===== config.mk =====
export PLATFORM = sky130hd
export DESIGN_NAME = hazard_unit_flat
export DESIGN_NICKNAME = d
export VERILOG_FILES = /design/src/rtl/hazard_unit_if.sv /design/src/rtl/hazard_unit.sv /design/src/flat_wrapper.sv
export SDC_FILE = /design/constraint.sdc
export NUM_CORES = 1
export LEC_CHECK = 0
export ABC_CLOCK_PERIOD_IN_PS = 2100
export BUFFER_PORTS_ARGS = -buffer_cell sky130_fd_sc_hd__buf_2
export CAP_MARGIN = 10
export CORE_MARGIN = 3
export CORE_UTILIZATION = 45
export DETAILED_ROUTE_END_ITERATION = 7
export GPL_ROUTABILITY_DRIVEN = 0
export PLACE_DENSITY = 0.8
export SETUP_SLACK_MARGIN = 0.1
export SLEW_MARGIN = 20
export SYNTH_ARGS = -nofsm -noshare
export SYNTH_HDL_FRONTEND = slang
export SYNTH_SLANG_ARGS = --single-unit
export TNS_END_PERCENT = 20

===== constraint.sdc =====
create_clock -name HU_CLK -period 2.1 [get_ports HU_CLK]
set_input_delay 0.21 -clock HU_CLK [delete_from_list [all_inputs] [get_ports HU_CLK]]
set_output_delay 0.21 -clock HU_CLK [all_outputs]
set_load 0.02 [all_outputs]

===== src/rtl/hazard_unit_if.sv =====
// Pipeline <-> hazard unit signal bundle; slave is the hazard unit, master the datapath.
// HU_PERF_CNT_EN adds the stall counter (HU_StallCnt) to the bundle.
interface hazard_unit_if
`ifdef HU_PERF_CNT_EN
    #(parameter int CNT_WIDTH = 32)
`endif
    ;
    logic [4:0] HU_RsD;
    logic [4:0] HU_RtD;
    logic       HU_BranchD;
    logic       HU_PCSrcD;
    logic [4:0] HU_RsE;
    logic [4:0] HU_RtE;
    logic [4:0] HU_WriteRegE;
    logic       HU_RegWriteE;
    logic       HU_MemToRegE;
    logic [4:0] HU_WriteRegM;
    logic       HU_RegWriteM;
    logic       HU_MemToRegM;
    logic       HU_MemReqM;
    logic       HU_MemReadyM;
    logic [4:0] HU_WriteRegW;
    logic       HU_RegWriteW;
    logic [1:0] HU_ForwardAE;
    logic [1:0] HU_ForwardBE;
    logic       HU_ForwardAD;
    logic       HU_ForwardBD;
    logic       HU_StallF;
    logic       HU_StallD;
    logic       HU_StallE;
    logic       HU_StallM;
    logic       HU_StallW;
    logic       HU_FlushD;
    logic       HU_FlushE;
    logic       HU_MemErr;
`ifdef HU_PERF_CNT_EN
    logic [CNT_WIDTH-1:0] HU_StallCnt;
`endif

    modport slave (
        input  HU_RsD, HU_RtD, HU_BranchD, HU_PCSrcD, HU_RsE, HU_RtE,
               HU_WriteRegE, HU_RegWriteE, HU_MemToRegE, HU_WriteRegM,
               HU_RegWriteM, HU_MemToRegM, HU_MemReqM, HU_MemReadyM,
               HU_WriteRegW, HU_RegWriteW,
        output HU_ForwardAE, HU_ForwardBE, HU_ForwardAD, HU_ForwardBD,
               HU_StallF, HU_StallD, HU_StallE, HU_StallM, HU_StallW,
               HU_FlushD, HU_FlushE, HU_MemErr
`ifdef HU_PERF_CNT_EN
        , output HU_StallCnt
`endif
    );

    modport master (
        output HU_RsD, HU_RtD, HU_BranchD, HU_PCSrcD, HU_RsE, HU_RtE,
               HU_WriteRegE, HU_RegWriteE, HU_MemToRegE, HU_WriteRegM,
               HU_RegWriteM, HU_MemToRegM, HU_MemReqM, HU_MemReadyM,
               HU_WriteRegW, HU_RegWriteW,
        input  HU_ForwardAE, HU_ForwardBE, HU_ForwardAD, HU_ForwardBD,
               HU_StallF, HU_StallD, HU_StallE, HU_StallM, HU_StallW,
               HU_FlushD, HU_FlushE, HU_MemErr
`ifdef HU_PERF_CNT_EN
        , input HU_StallCnt
`endif
    );
endinterface


===== src/rtl/hazard_unit.sv =====
// Forwarding/stall/flush controller for the 5-stage MIPS with a memory-wait freeze FSM and timeout watchdog.
// Optional stall-cycle counter enabled by defining HU_PERF_CNT_EN.
module hazard_unit #(
    parameter int MEM_TIMEOUT = 64,
    parameter int CNT_WIDTH   = 32
) (
    input  logic         HU_CLK,
    input  logic         HU_RST,
    hazard_unit_if.slave hu
);
    localparam int TW = $clog2(MEM_TIMEOUT + 1);
    localparam logic [TW-1:0] TIMEOUT_C = TW'(MEM_TIMEOUT);
    localparam logic [TW-1:0] CNT_ONE_C = {{(TW-1){1'b0}}, 1'b1};

    if (MEM_TIMEOUT < 2 || CNT_WIDTH < 1) begin : g_param_check
        $error("hazard_unit: MEM_TIMEOUT must be >= 2 and CNT_WIDTH >= 1");
    end

    typedef enum logic [1:0] {
        MEM_IDLE = 2'd0,
        MEM_WAIT = 2'd1
    } mem_state_t;

    mem_state_t    r_state;
    mem_state_t    w_state_nxt;
    logic [TW-1:0] r_cnt;
    logic [TW-1:0] w_cnt_nxt;
    logic          r_mem_err;
    logic          w_err_set;

    logic [1:0] w_fwd_ae;
    logic [1:0] w_fwd_be;
    logic       w_fwd_ad;
    logic       w_fwd_bd;
    logic       w_lwstall;
    logic       w_brstall;
    logic       w_memstall;
    logic       w_stall_f;
    logic       w_stall_d;
    logic       w_stall_e;
    logic       w_stall_m;
    logic       w_stall_w;
    logic       w_flush_d;
    logic       w_flush_e;

    // $0 is hardwired, so a write to it never creates a dependency
    function automatic logic reg_match(input logic [4:0] dst, input logic [4:0] src);
        return (dst != 5'd0) && (dst == src);
    endfunction

    // Execute-stage operand forwarding, memory stage takes priority over writeback
    always_comb begin
        w_fwd_ae = 2'b00;
        w_fwd_be = 2'b00;
        if (hu.HU_RegWriteM && reg_match(hu.HU_WriteRegM, hu.HU_RsE)) begin
            w_fwd_ae = 2'b10;
        end else if (hu.HU_RegWriteW && reg_match(hu.HU_WriteRegW, hu.HU_RsE)) begin
            w_fwd_ae = 2'b01;
        end else begin
            w_fwd_ae = 2'b00;
        end
        if (hu.HU_RegWriteM && reg_match(hu.HU_WriteRegM, hu.HU_RtE)) begin
            w_fwd_be = 2'b10;
        end else if (hu.HU_RegWriteW && reg_match(hu.HU_WriteRegW, hu.HU_RtE)) begin
            w_fwd_be = 2'b01;
        end else begin
            w_fwd_be = 2'b00;
        end
    end

    assign w_fwd_ad = hu.HU_RegWriteM && reg_match(hu.HU_WriteRegM, hu.HU_RsD);
    assign w_fwd_bd = hu.HU_RegWriteM && reg_match(hu.HU_WriteRegM, hu.HU_RtD);

    assign w_lwstall = hu.HU_MemToRegE && hu.HU_RegWriteE &&
                       (reg_match(hu.HU_WriteRegE, hu.HU_RsD) || reg_match(hu.HU_WriteRegE, hu.HU_RtD));
    assign w_brstall = hu.HU_BranchD &&
                       ((hu.HU_RegWriteE &&
                         (reg_match(hu.HU_WriteRegE, hu.HU_RsD) || reg_match(hu.HU_WriteRegE, hu.HU_RtD))) ||
                        (hu.HU_MemToRegM &&
                         (reg_match(hu.HU_WriteRegM, hu.HU_RsD) || reg_match(hu.HU_WriteRegM, hu.HU_RtD))));

    // The cycle that hits the timeout is let through so the pipeline cannot deadlock
    assign w_memstall = hu.HU_MemReqM && !hu.HU_MemReadyM &&
                        !((r_state == MEM_WAIT) && (r_cnt == TIMEOUT_C));

    // Memory-wait FSM next state, wait counter and timeout detection
    always_comb begin
        w_state_nxt = r_state;
        w_cnt_nxt   = r_cnt;
        w_err_set   = 1'b0;
        case (r_state)
            MEM_IDLE: begin
                if (hu.HU_MemReqM && !hu.HU_MemReadyM) begin
                    w_state_nxt = MEM_WAIT;
                    w_cnt_nxt   = CNT_ONE_C;
                end else begin
                    w_state_nxt = MEM_IDLE;
                end
            end
            MEM_WAIT: begin
                if (hu.HU_MemReadyM) begin
                    w_state_nxt = MEM_IDLE;
                    w_cnt_nxt   = {TW{1'b0}};
                end else if (r_cnt == TIMEOUT_C) begin
                    w_state_nxt = MEM_IDLE;
                    w_cnt_nxt   = {TW{1'b0}};
                    w_err_set   = 1'b1;
                end else begin
                    w_cnt_nxt = r_cnt + CNT_ONE_C;
                end
            end
            default: begin
                w_state_nxt = MEM_IDLE;
                w_cnt_nxt   = {TW{1'b0}};
            end
        endcase
    end

    // FSM state, wait counter and sticky timeout flag
    always_ff @(posedge HU_CLK) begin
        if (!HU_RST) begin
            r_state   <= MEM_IDLE;
            r_cnt     <= {TW{1'b0}};
            r_mem_err <= 1'b0;
        end else begin
            r_state   <= w_state_nxt;
            r_cnt     <= w_cnt_nxt;
            r_mem_err <= r_mem_err | w_err_set;
        end
    end

    // Stall/flush resolution: reset forces a bubble everywhere, memory freeze beats everything else
    always_comb begin
        w_stall_f = 1'b0;
        w_stall_d = 1'b0;
        w_stall_e = 1'b0;
        w_stall_m = 1'b0;
        w_stall_w = 1'b0;
        w_flush_d = 1'b0;
        w_flush_e = 1'b0;
        if (!HU_RST) begin
            w_flush_d = 1'b1;
            w_flush_e = 1'b1;
        end else if (w_memstall) begin
            w_stall_f = 1'b1;
            w_stall_d = 1'b1;
            w_stall_e = 1'b1;
            w_stall_m = 1'b1;
            w_stall_w = 1'b1;
        end else begin
            w_stall_f = w_lwstall | w_brstall;
            w_stall_d = w_lwstall | w_brstall;
            w_flush_e = w_lwstall | w_brstall;
            w_flush_d = hu.HU_PCSrcD & ~(w_lwstall | w_brstall);
        end
    end

    assign hu.HU_ForwardAE = HU_RST ? w_fwd_ae : 2'b00;
    assign hu.HU_ForwardBE = HU_RST ? w_fwd_be : 2'b00;
    assign hu.HU_ForwardAD = HU_RST & w_fwd_ad;
    assign hu.HU_ForwardBD = HU_RST & w_fwd_bd;
    assign hu.HU_StallF    = w_stall_f;
    assign hu.HU_StallD    = w_stall_d;
    assign hu.HU_StallE    = w_stall_e;
    assign hu.HU_StallM    = w_stall_m;
    assign hu.HU_StallW    = w_stall_w;
    assign hu.HU_FlushD    = w_flush_d;
    assign hu.HU_FlushE    = w_flush_e;
    assign hu.HU_MemErr    = r_mem_err;

`ifdef HU_PERF_CNT_EN
    logic [CNT_WIDTH-1:0] r_stall_cnt;

    // Saturating count of fetch-stall cycles
    always_ff @(posedge HU_CLK) begin
        if (!HU_RST) begin
            r_stall_cnt <= {CNT_WIDTH{1'b0}};
        end else if (w_stall_f && (r_stall_cnt != {CNT_WIDTH{1'b1}})) begin
            r_stall_cnt <= r_stall_cnt + {{(CNT_WIDTH-1){1'b0}}, 1'b1};
        end else begin
            r_stall_cnt <= r_stall_cnt;
        end
    end

    assign hu.HU_StallCnt = r_stall_cnt;
`endif
endmodule


===== src/flat_wrapper.sv =====
// flat-port wrapper written by rule: the top's interface ports become plain ports
module hazard_unit_flat 
#(
    parameter int MEM_TIMEOUT = 64,
    parameter int CNT_WIDTH   = 32
)
  (HU_CLK, HU_RST, hu_HU_RsD, hu_HU_RtD, hu_HU_BranchD, hu_HU_PCSrcD, hu_HU_RsE, hu_HU_RtE, hu_HU_WriteRegE, hu_HU_RegWriteE, hu_HU_MemToRegE, hu_HU_WriteRegM, hu_HU_RegWriteM, hu_HU_MemToRegM, hu_HU_MemReqM, hu_HU_MemReadyM, hu_HU_WriteRegW, hu_HU_RegWriteW, hu_HU_ForwardAE, hu_HU_ForwardBE, hu_HU_ForwardAD, hu_HU_ForwardBD, hu_HU_StallF, hu_HU_StallD, hu_HU_StallE, hu_HU_StallM, hu_HU_StallW, hu_HU_FlushD, hu_HU_FlushE, hu_HU_MemErr);
  hazard_unit_if hu_i ();
  input  logic HU_CLK;
  input  logic HU_RST;
  input wire logic [$bits(hu_i.HU_RsD)-1:0] hu_HU_RsD;
  input wire logic [$bits(hu_i.HU_RtD)-1:0] hu_HU_RtD;
  input wire logic [$bits(hu_i.HU_BranchD)-1:0] hu_HU_BranchD;
  input wire logic [$bits(hu_i.HU_PCSrcD)-1:0] hu_HU_PCSrcD;
  input wire logic [$bits(hu_i.HU_RsE)-1:0] hu_HU_RsE;
  input wire logic [$bits(hu_i.HU_RtE)-1:0] hu_HU_RtE;
  input wire logic [$bits(hu_i.HU_WriteRegE)-1:0] hu_HU_WriteRegE;
  input wire logic [$bits(hu_i.HU_RegWriteE)-1:0] hu_HU_RegWriteE;
  input wire logic [$bits(hu_i.HU_MemToRegE)-1:0] hu_HU_MemToRegE;
  input wire logic [$bits(hu_i.HU_WriteRegM)-1:0] hu_HU_WriteRegM;
  input wire logic [$bits(hu_i.HU_RegWriteM)-1:0] hu_HU_RegWriteM;
  input wire logic [$bits(hu_i.HU_MemToRegM)-1:0] hu_HU_MemToRegM;
  input wire logic [$bits(hu_i.HU_MemReqM)-1:0] hu_HU_MemReqM;
  input wire logic [$bits(hu_i.HU_MemReadyM)-1:0] hu_HU_MemReadyM;
  input wire logic [$bits(hu_i.HU_WriteRegW)-1:0] hu_HU_WriteRegW;
  input wire logic [$bits(hu_i.HU_RegWriteW)-1:0] hu_HU_RegWriteW;
  output wire logic [$bits(hu_i.HU_ForwardAE)-1:0] hu_HU_ForwardAE;
  output wire logic [$bits(hu_i.HU_ForwardBE)-1:0] hu_HU_ForwardBE;
  output wire logic [$bits(hu_i.HU_ForwardAD)-1:0] hu_HU_ForwardAD;
  output wire logic [$bits(hu_i.HU_ForwardBD)-1:0] hu_HU_ForwardBD;
  output wire logic [$bits(hu_i.HU_StallF)-1:0] hu_HU_StallF;
  output wire logic [$bits(hu_i.HU_StallD)-1:0] hu_HU_StallD;
  output wire logic [$bits(hu_i.HU_StallE)-1:0] hu_HU_StallE;
  output wire logic [$bits(hu_i.HU_StallM)-1:0] hu_HU_StallM;
  output wire logic [$bits(hu_i.HU_StallW)-1:0] hu_HU_StallW;
  output wire logic [$bits(hu_i.HU_FlushD)-1:0] hu_HU_FlushD;
  output wire logic [$bits(hu_i.HU_FlushE)-1:0] hu_HU_FlushE;
  output wire logic [$bits(hu_i.HU_MemErr)-1:0] hu_HU_MemErr;
  assign hu_i.HU_RsD = hu_HU_RsD;
  assign hu_i.HU_RtD = hu_HU_RtD;
  assign hu_i.HU_BranchD = hu_HU_BranchD;
  assign hu_i.HU_PCSrcD = hu_HU_PCSrcD;
  assign hu_i.HU_RsE = hu_HU_RsE;
  assign hu_i.HU_RtE = hu_HU_RtE;
  assign hu_i.HU_WriteRegE = hu_HU_WriteRegE;
  assign hu_i.HU_RegWriteE = hu_HU_RegWriteE;
  assign hu_i.HU_MemToRegE = hu_HU_MemToRegE;
  assign hu_i.HU_WriteRegM = hu_HU_WriteRegM;
  assign hu_i.HU_RegWriteM = hu_HU_RegWriteM;
  assign hu_i.HU_MemToRegM = hu_HU_MemToRegM;
  assign hu_i.HU_MemReqM = hu_HU_MemReqM;
  assign hu_i.HU_MemReadyM = hu_HU_MemReadyM;
  assign hu_i.HU_WriteRegW = hu_HU_WriteRegW;
  assign hu_i.HU_RegWriteW = hu_HU_RegWriteW;
  assign hu_HU_ForwardAE = hu_i.HU_ForwardAE;
  assign hu_HU_ForwardBE = hu_i.HU_ForwardBE;
  assign hu_HU_ForwardAD = hu_i.HU_ForwardAD;
  assign hu_HU_ForwardBD = hu_i.HU_ForwardBD;
  assign hu_HU_StallF = hu_i.HU_StallF;
  assign hu_HU_StallD = hu_i.HU_StallD;
  assign hu_HU_StallE = hu_i.HU_StallE;
  assign hu_HU_StallM = hu_i.HU_StallM;
  assign hu_HU_StallW = hu_i.HU_StallW;
  assign hu_HU_FlushD = hu_i.HU_FlushD;
  assign hu_HU_FlushE = hu_i.HU_FlushE;
  assign hu_HU_MemErr = hu_i.HU_MemErr;
  hazard_unit #(.MEM_TIMEOUT(MEM_TIMEOUT), .CNT_WIDTH(CNT_WIDTH)) u_core (.HU_CLK(HU_CLK), .HU_RST(HU_RST), .hu(hu_i));
endmodule

# Yosys cells after proc, flatten, opt, wreduce, memory -nomap -nowiden
# Index checks and enable logic that the tools add are counted.
[totals] word_cells=78 out_inout_bits=14 register_bits=10
[classes] muxes=25 bitwise=6 n_eq_ne=12 reduce_logical=31 addsub=1
[ops] operator="$eq A5 B5 Y1" count=8
[ops] operator="$logic_and A1 B1 Y1" count=22
[ops] operator="$mux W7" count=3
[ops] operator="$reduce_bool A5 Y1" count=3
[ops] operator="$mux W1" count=14
[ops] operator="$pmux W7 S2" count=1
[ops] operator="$mux W2" count=6
[ops] operator="$add A7 B1 Y7 const B" count=1
[ops] operator="$eq A7 B7 Y1 const B" count=1
[ops] operator="$pmux W2 S2" count=1
[ops] operator="$and A1 B1 Y1" count=3
[ops] operator="$logic_or A1 B1 Y1" count=3
[ops] operator="$ne A3 B3 Y1 const B" count=1
[ops] operator="$eq A2 B1 Y1 const B" count=1
[ops] operator="$logic_not A1 Y1" count=2
[ops] operator="$logic_not A2 Y1" count=1
[ops] operator="$ne A2 B1 Y1 const B" count=1
[ops] operator="$or A1 B1 Y1" count=2
[ops] operator="$not A1 Y1" count=1

# Logic depth before layout (Yosys ltp)
[depth] ltp_word=11 depth_mapped=7 mapped_depth_nobuf=7

# Worst setup path before layout
# No wires, ideal clock.
[synth_path] kind="input to output" from="input hu_HU_WriteRegE[0]" to="output hu_HU_FlushD" arrival_ps=1561 n_path_buf=0 t_required_ps=1890 cell_stages=4 setup_slack_ps=329 path_cell_list="or4_4 o221ai_4 nor2_1 o31ai_1"
[synth_between] elab_chain_len=11 word_cells_on_any_way=15 classes_between="2 x eq/ne; 2 x mux; 3 x bitwise; 8 x reduce/logical"
[synth_rtl] element="from (decl)" line="flat_wrapper.sv:17" source="input wire logic [$bits(hu_i.HU_WriteRegE)-1:0] hu_HU_WriteRegE;"
[synth_rtl] element="$eq A5 B5 Y1 / $reduce_bool A5 Y1 (equally long branches)" line="hazard_unit.sv:48" source="return (dst != 5'd0) && (dst == src);"
[synth_rtl] element="$logic_and A1 B1 Y1" line="hazard_unit.sv:48"
[synth_rtl] element="$logic_or A1 B1 Y1 (*)" line="hazard_unit.sv:75, hazard_unit.sv:78"
[synth_rtl] element="$logic_and A1 B1 Y1" line="hazard_unit.sv:77" source="((hu.HU_RegWriteE &&"
[synth_rtl] element="$logic_or A1 B1 Y1" line="hazard_unit.sv:78" source="(reg_match(hu.HU_WriteRegE, hu.HU_RsD) || reg_match(hu.HU_WriteRegE, hu.HU_RtD))) ||"
[synth_rtl] element="$logic_and A1 B1 Y1" line="hazard_unit.sv:76" source="assign w_brstall = hu.HU_BranchD &&"
[synth_rtl] element="$or A1 B1 Y1 (*)" line="hazard_unit.sv:154" source="w_flush_d = hu.HU_PCSrcD & ~(w_lwstall | w_brstall);"
[synth_rtl] element="$not A1 Y1 (*)" line="hazard_unit.sv:154"
[synth_rtl] element="$and A1 B1 Y1 (*)" line="hazard_unit.sv:154"
[synth_rtl] element="$mux W1 (*)" line="hazard_unit.sv:144" source="end else if (w_memstall) begin"
[synth_rtl] element="$mux W1 (*)" line="hazard_unit.sv:141" source="if (!HU_RST) begin"
[synth_rtl] element="to (decl)" line="flat_wrapper.sv:36" source="output wire logic [$bits(hu_i.HU_FlushD)-1:0] hu_HU_FlushD;"
# Mark *: on every way between the ends. The rest lies on a longest branch, timed or not.

# Worst setup path after layout
[layout_path] from="register u_core.r_cnt[5]" to="output hu_HU_FlushE"
[layout_between] elab_chain_len=6
[layout_rtl] element="from (decl)" line="hazard_unit.sv:26" source="logic [TW-1:0] r_cnt;"
[layout_rtl] element="from (signal assigned)" line="hazard_unit.sv:123" source="r_cnt <= {TW{1'b0}};"
[layout_rtl] element="from (signal assigned)" line="hazard_unit.sv:127" source="r_cnt <= w_cnt_nxt;"
[layout_rtl] element="$eq A7 B7 Y1" line="hazard_unit.sv:84" source="!((r_state == MEM_WAIT) && (r_cnt == TIMEOUT_C));"
[layout_rtl] element="$logic_and A1 B1 Y1" line="hazard_unit.sv:84"
[layout_rtl] element="$logic_not A1 Y1" line="hazard_unit.sv:84"
[layout_rtl] element="$logic_and A1 B1 Y1" line="hazard_unit.sv:83" source="assign w_memstall = hu.HU_MemReqM && !hu.HU_MemReadyM &&"
[layout_rtl] element="$mux W1" line="hazard_unit.sv:144"
[layout_rtl] element="$mux W1" line="hazard_unit.sv:141"
[layout_rtl] element="to (decl)" line="flat_wrapper.sv:37" source="output wire logic [$bits(hu_i.HU_FlushE)-1:0] hu_HU_FlushE;"
# Every way passes these cells.

==> flow_metrics.py <==
metrics = {
    "yosys": {
        "netlist-cell-type-count": 40,
        "dominantRegCellSynth": "dfxtp_1",
        "mean_cell_area_of_the_mapped_netlist_um2": 8.02,
        "post_synth_fa_ha_maj_area_fraction_pct": 2.15,
        "synth_area_um2": 1160,
        "fraction_of_synthesis_flops_using_an_asynchronous_set_or_reset_pin_pct": 0,
        "synth_enable_flop_cells": 0,
        "synthMuxAreaShare_pct": 0,
        "post_synth_and_or_nand_nor_area_fraction_pct": 27.8,
        "synth_warnings": 0,
        "synth_top_family_by_area": "XOR/XNOR gates",
        "syn_inst": 145,
        "synth_compound_area_share_pct": 17.8,
        "synth-xor-area-share_pct": 30.1,
        "postSynthNetCount": 193,
        "synth_seq_cells": 9,
        "synth_sequential_area_ratio_pct": 15.5,
    },
    "final_layout": {
        "fin_nets": 251,
        "final_area_um2": 1520,
        "n_antenna_cell": 0,
        "syn_to_final_growth_pct": 31.0,
        "finish.cell_count_without_fillers": 230,
        "share_of_final_layout_standard_cells_stronger_than_drive_strength_1_pct": 38.6,
    },
    "outcome": {
        "outcome": "finished clean",
    },
    "worst_setup_path": {
        "endpoint_kind": "output pin",
        "cp_data_required_time_ns": 1.89,
        "critPathKind": "flip-flop to output pin",
        "startpoint_type": "flip-flop",
        "critPathArrivalTime_ns": 1.72,
        "crit_fanout": 5,
        "r2r_cells": 7,
    },
    "timing": {
        "timing_max_transition_violations_final": 0,
        "totalNegativeSetupSlack_ns": 0,
        "finClkSkew_ns": 0.00174,
        "hold_viol": 0,
        "setup_violations": 0,
        "tightest_slew_ns": 0.353,
        "layout_min_cycle_time_ns": 1.93,
        "achievable-frequency_ghz": 0.518,
        "grt_setup_unrepaired": "true",
        "post_route_fraction_of_the_period_consumed_by_the_critical_path_pct": 91.9,
        "max-slew-margin-rel_pct": 76.4,
    },
    "clock_network": {
        "postCtsHoldBufs": 0,
        "clk_pin_slew_worst_paths_ns": 0.06,
        "clk-insertion-delay-late_ns": 0.26,
        "clock_tree.root_cell": "clkbuf_4",
        "tritoncts": "yes",
        "cts_buffer_depth": 2,
        "clock_sink_count": 9,
        "tritoncts.num_buffers": 3,
        "cts-htree-levels": 1,
    },
    "die": {
        "floorplan.rows": 17,
        "effective_utilization_at_floorplan_pct": 49.7,
        "chipHeight_um": 56.8,
        "fp.dieArea_um2": 3230,
        "coreArea_um2": 2340,
        "boundaryPins": 60,
        "chipWidth_um": 56.8,
    },
    "detailed_routing": {
        "routed-via-count": 1220,
        "detail_route.wl_per_cell_um": 13.2,
        "drc": 0,
        "drtAntennaViolNets": 0,
        "post_drt_via_cell_ratio": 5.30,
        "drt_iter0_drc": 33,
        "first_pass_iters": 4,
        "wirelength_um": 3050,
    },
    "power": {
        "pwr_dens_nw_per_um2": 347,
        "ir_worst_vdd_mv": 0.296,
        "power.static_leakage_nw": 0.721,
        "post-layout-total-power_mw": 0.528,
    },
    "placement": {
        "placement.cell_area_um2": 1440,
        "cell_total_after_placement": 223,
        "total_of_buffers_placed_on_input_and_output_ports": 59,
        "place.detailed.hpwl_um": 2550,
    },
    "global_routing": {
        "antenna_violations_before_repair": 0,
        "gr-total-overflow": 0,
        "grt_max_degree": 12,
        "grt_use_total_pct": 18.7,
        "grt_pass1_wl_um": 4940,
        "first_global_vias": 1200,
    },
    "flow_run": {
        "max-cap-violations": 0,
    },
    "worst_hold_path": {
        "worst_hold_path.num_cells": 2,
        "hp_class": "input pin to flip-flop",
    },
}
[cells in the final DEF, fill, tap and decap left out, types with 4 or more instances in the layout]
| cell type | count |
|---|---|
| buf_2 | 58 |
| xor2_1 | 28 |
| xnor2_1 | 12 |
| nor2_1 | 11 |
| nand3_1 | 7 |
| nor3_1 | 6 |
| dfxtp_1 | 6 |
| a21boi_1 | 5 |
| nor4_1 | 4 |
| and2_1 | 4 |
| and3_1 | 4 |
| o21ai_1 | 4 |
| buf_4 | 4 |
[sequential cells by signal, indices dropped and copies added (netlist names)]
| name | cells |
|---|---|
| u_core.r_state | 1 |
| u_core.hu.HU_MemErr | 1 |
| u_core.r_cnt | 7 |
[logic make-up after synthesis]
kind of cell,Yosys count
flops,9
fa+ha+maj,2
simple gates,56
compound gates,24
xor+xnor,40
buf+inv,14
[final cells by class]
| class | instances | area, um2 |
|---|---|---|
| well taps | 28 | 35.0 |
| inverters | 4 | 15.0 |
| flip-flops and latches | 9 | 186 |
| repair buffers | 63 | 332 |
| multi-input cells | 122 | 928 |
| fillers | 224 | 817 |
| clock buffers | 4 | 26.3 |
[timing repair]
| action | 4_1_cts | 5_1_grt |
|---|---|---|
| pin swaps | 2 | 4 |
| gates resized for setup | 3 | 7 |
| setup endpoints to repair | 4 | 3 |
| setup buffers | 2 | 1 |
| hold endpoints to repair | 0 | 0 |
[per-layer routing]
layer | global-route usage, % | up-vias | share of wire [%]
met5 | 0 | - | 0
met4 | 6.62 | 0 | 1.1
met3 | 1.84 | 4 | 5.7
met2 | 35.5 | 43 | 52
met1 | 21.3 | 557 | 41
li1 | - | 616 | -
[where the power goes]
part           switching [mW]  internal, mW
registers             0.00368         0.172
clock network          0.0614        0.0733
logic                   0.115         0.103
total                   0.180         0.348
[per-stage QoR]
step | setup WS [ns] | hold slack [ns] | util, %
6_report | 0.171 | 0.203 | 65.1
5_1_grt | 0.0817 | 0.221 | 65.1
2_1_floorplan | 0.329 | 0.320 | -
3_5_place_dp | 0.265 | 0.466 | 61.4
4_1_cts | 0.112 | 0.193 | 64.0
3_3_place_gp | 0.319 | 0.444 | 61.4
[synth_stat cells, types with 2 or more instances]
cell type,number,share of area (%)
o21ai_1,4,1.7
xor2_1,28,21
or3b_1,3,2.3
nand2_1,3,0.97
inv_1,3,0.97
or4_1,3,1.9
nand2b_1,2,1.1
dfxtp_1,9,16
nand3_1,7,3.0
and3_1,4,2.2
nor4_1,4,2.2
a21boi_1,5,3.2
and2_1,4,2.2
xnor2_1,12,9.0
nor2_1,11,3.6
nor3_1,6,2.6
o21a_1,3,1.9
buf_2,5,2.2
ha_1,2,2.2
or3_1,2,1.1
o31ai_1,2,1.3
nor2b_1,3,1.6
buf_4,3,1.9
[worst paths after layout]
path,slack (ns),start,endpoint
setup reg to reg,0.36,u_core.r_cnt[5]$_SDFFE_PN0P_,u_core.r_cnt[6]$_SDFFE_PN0P_
hold / removal,0.20,hu_HU_MemReqM,u_core.r_state[0]$_SDFFE_PN0P_
setup / recovery,0.17,u_core.r_cnt[5]$_SDFFE_PN0P_,hu_HU_FlushE
hold reg to reg,0.47,u_core.hu.HU_MemErr$_SDFF_PN0_,u_core.hu.HU_MemErr$_SDFF_PN0_
[worst max-delay path: stages, from the launching register on]
cell and delay, ns:
dfxtp_4 0.36, nor4_4 0.32, a41oi_2 0.18, nand2_2 0.12, inv_2 0.06, o31ai_2 0.17, a21o_1 0.13, buf_6 0.12
(Power assumes the default switching activity.)
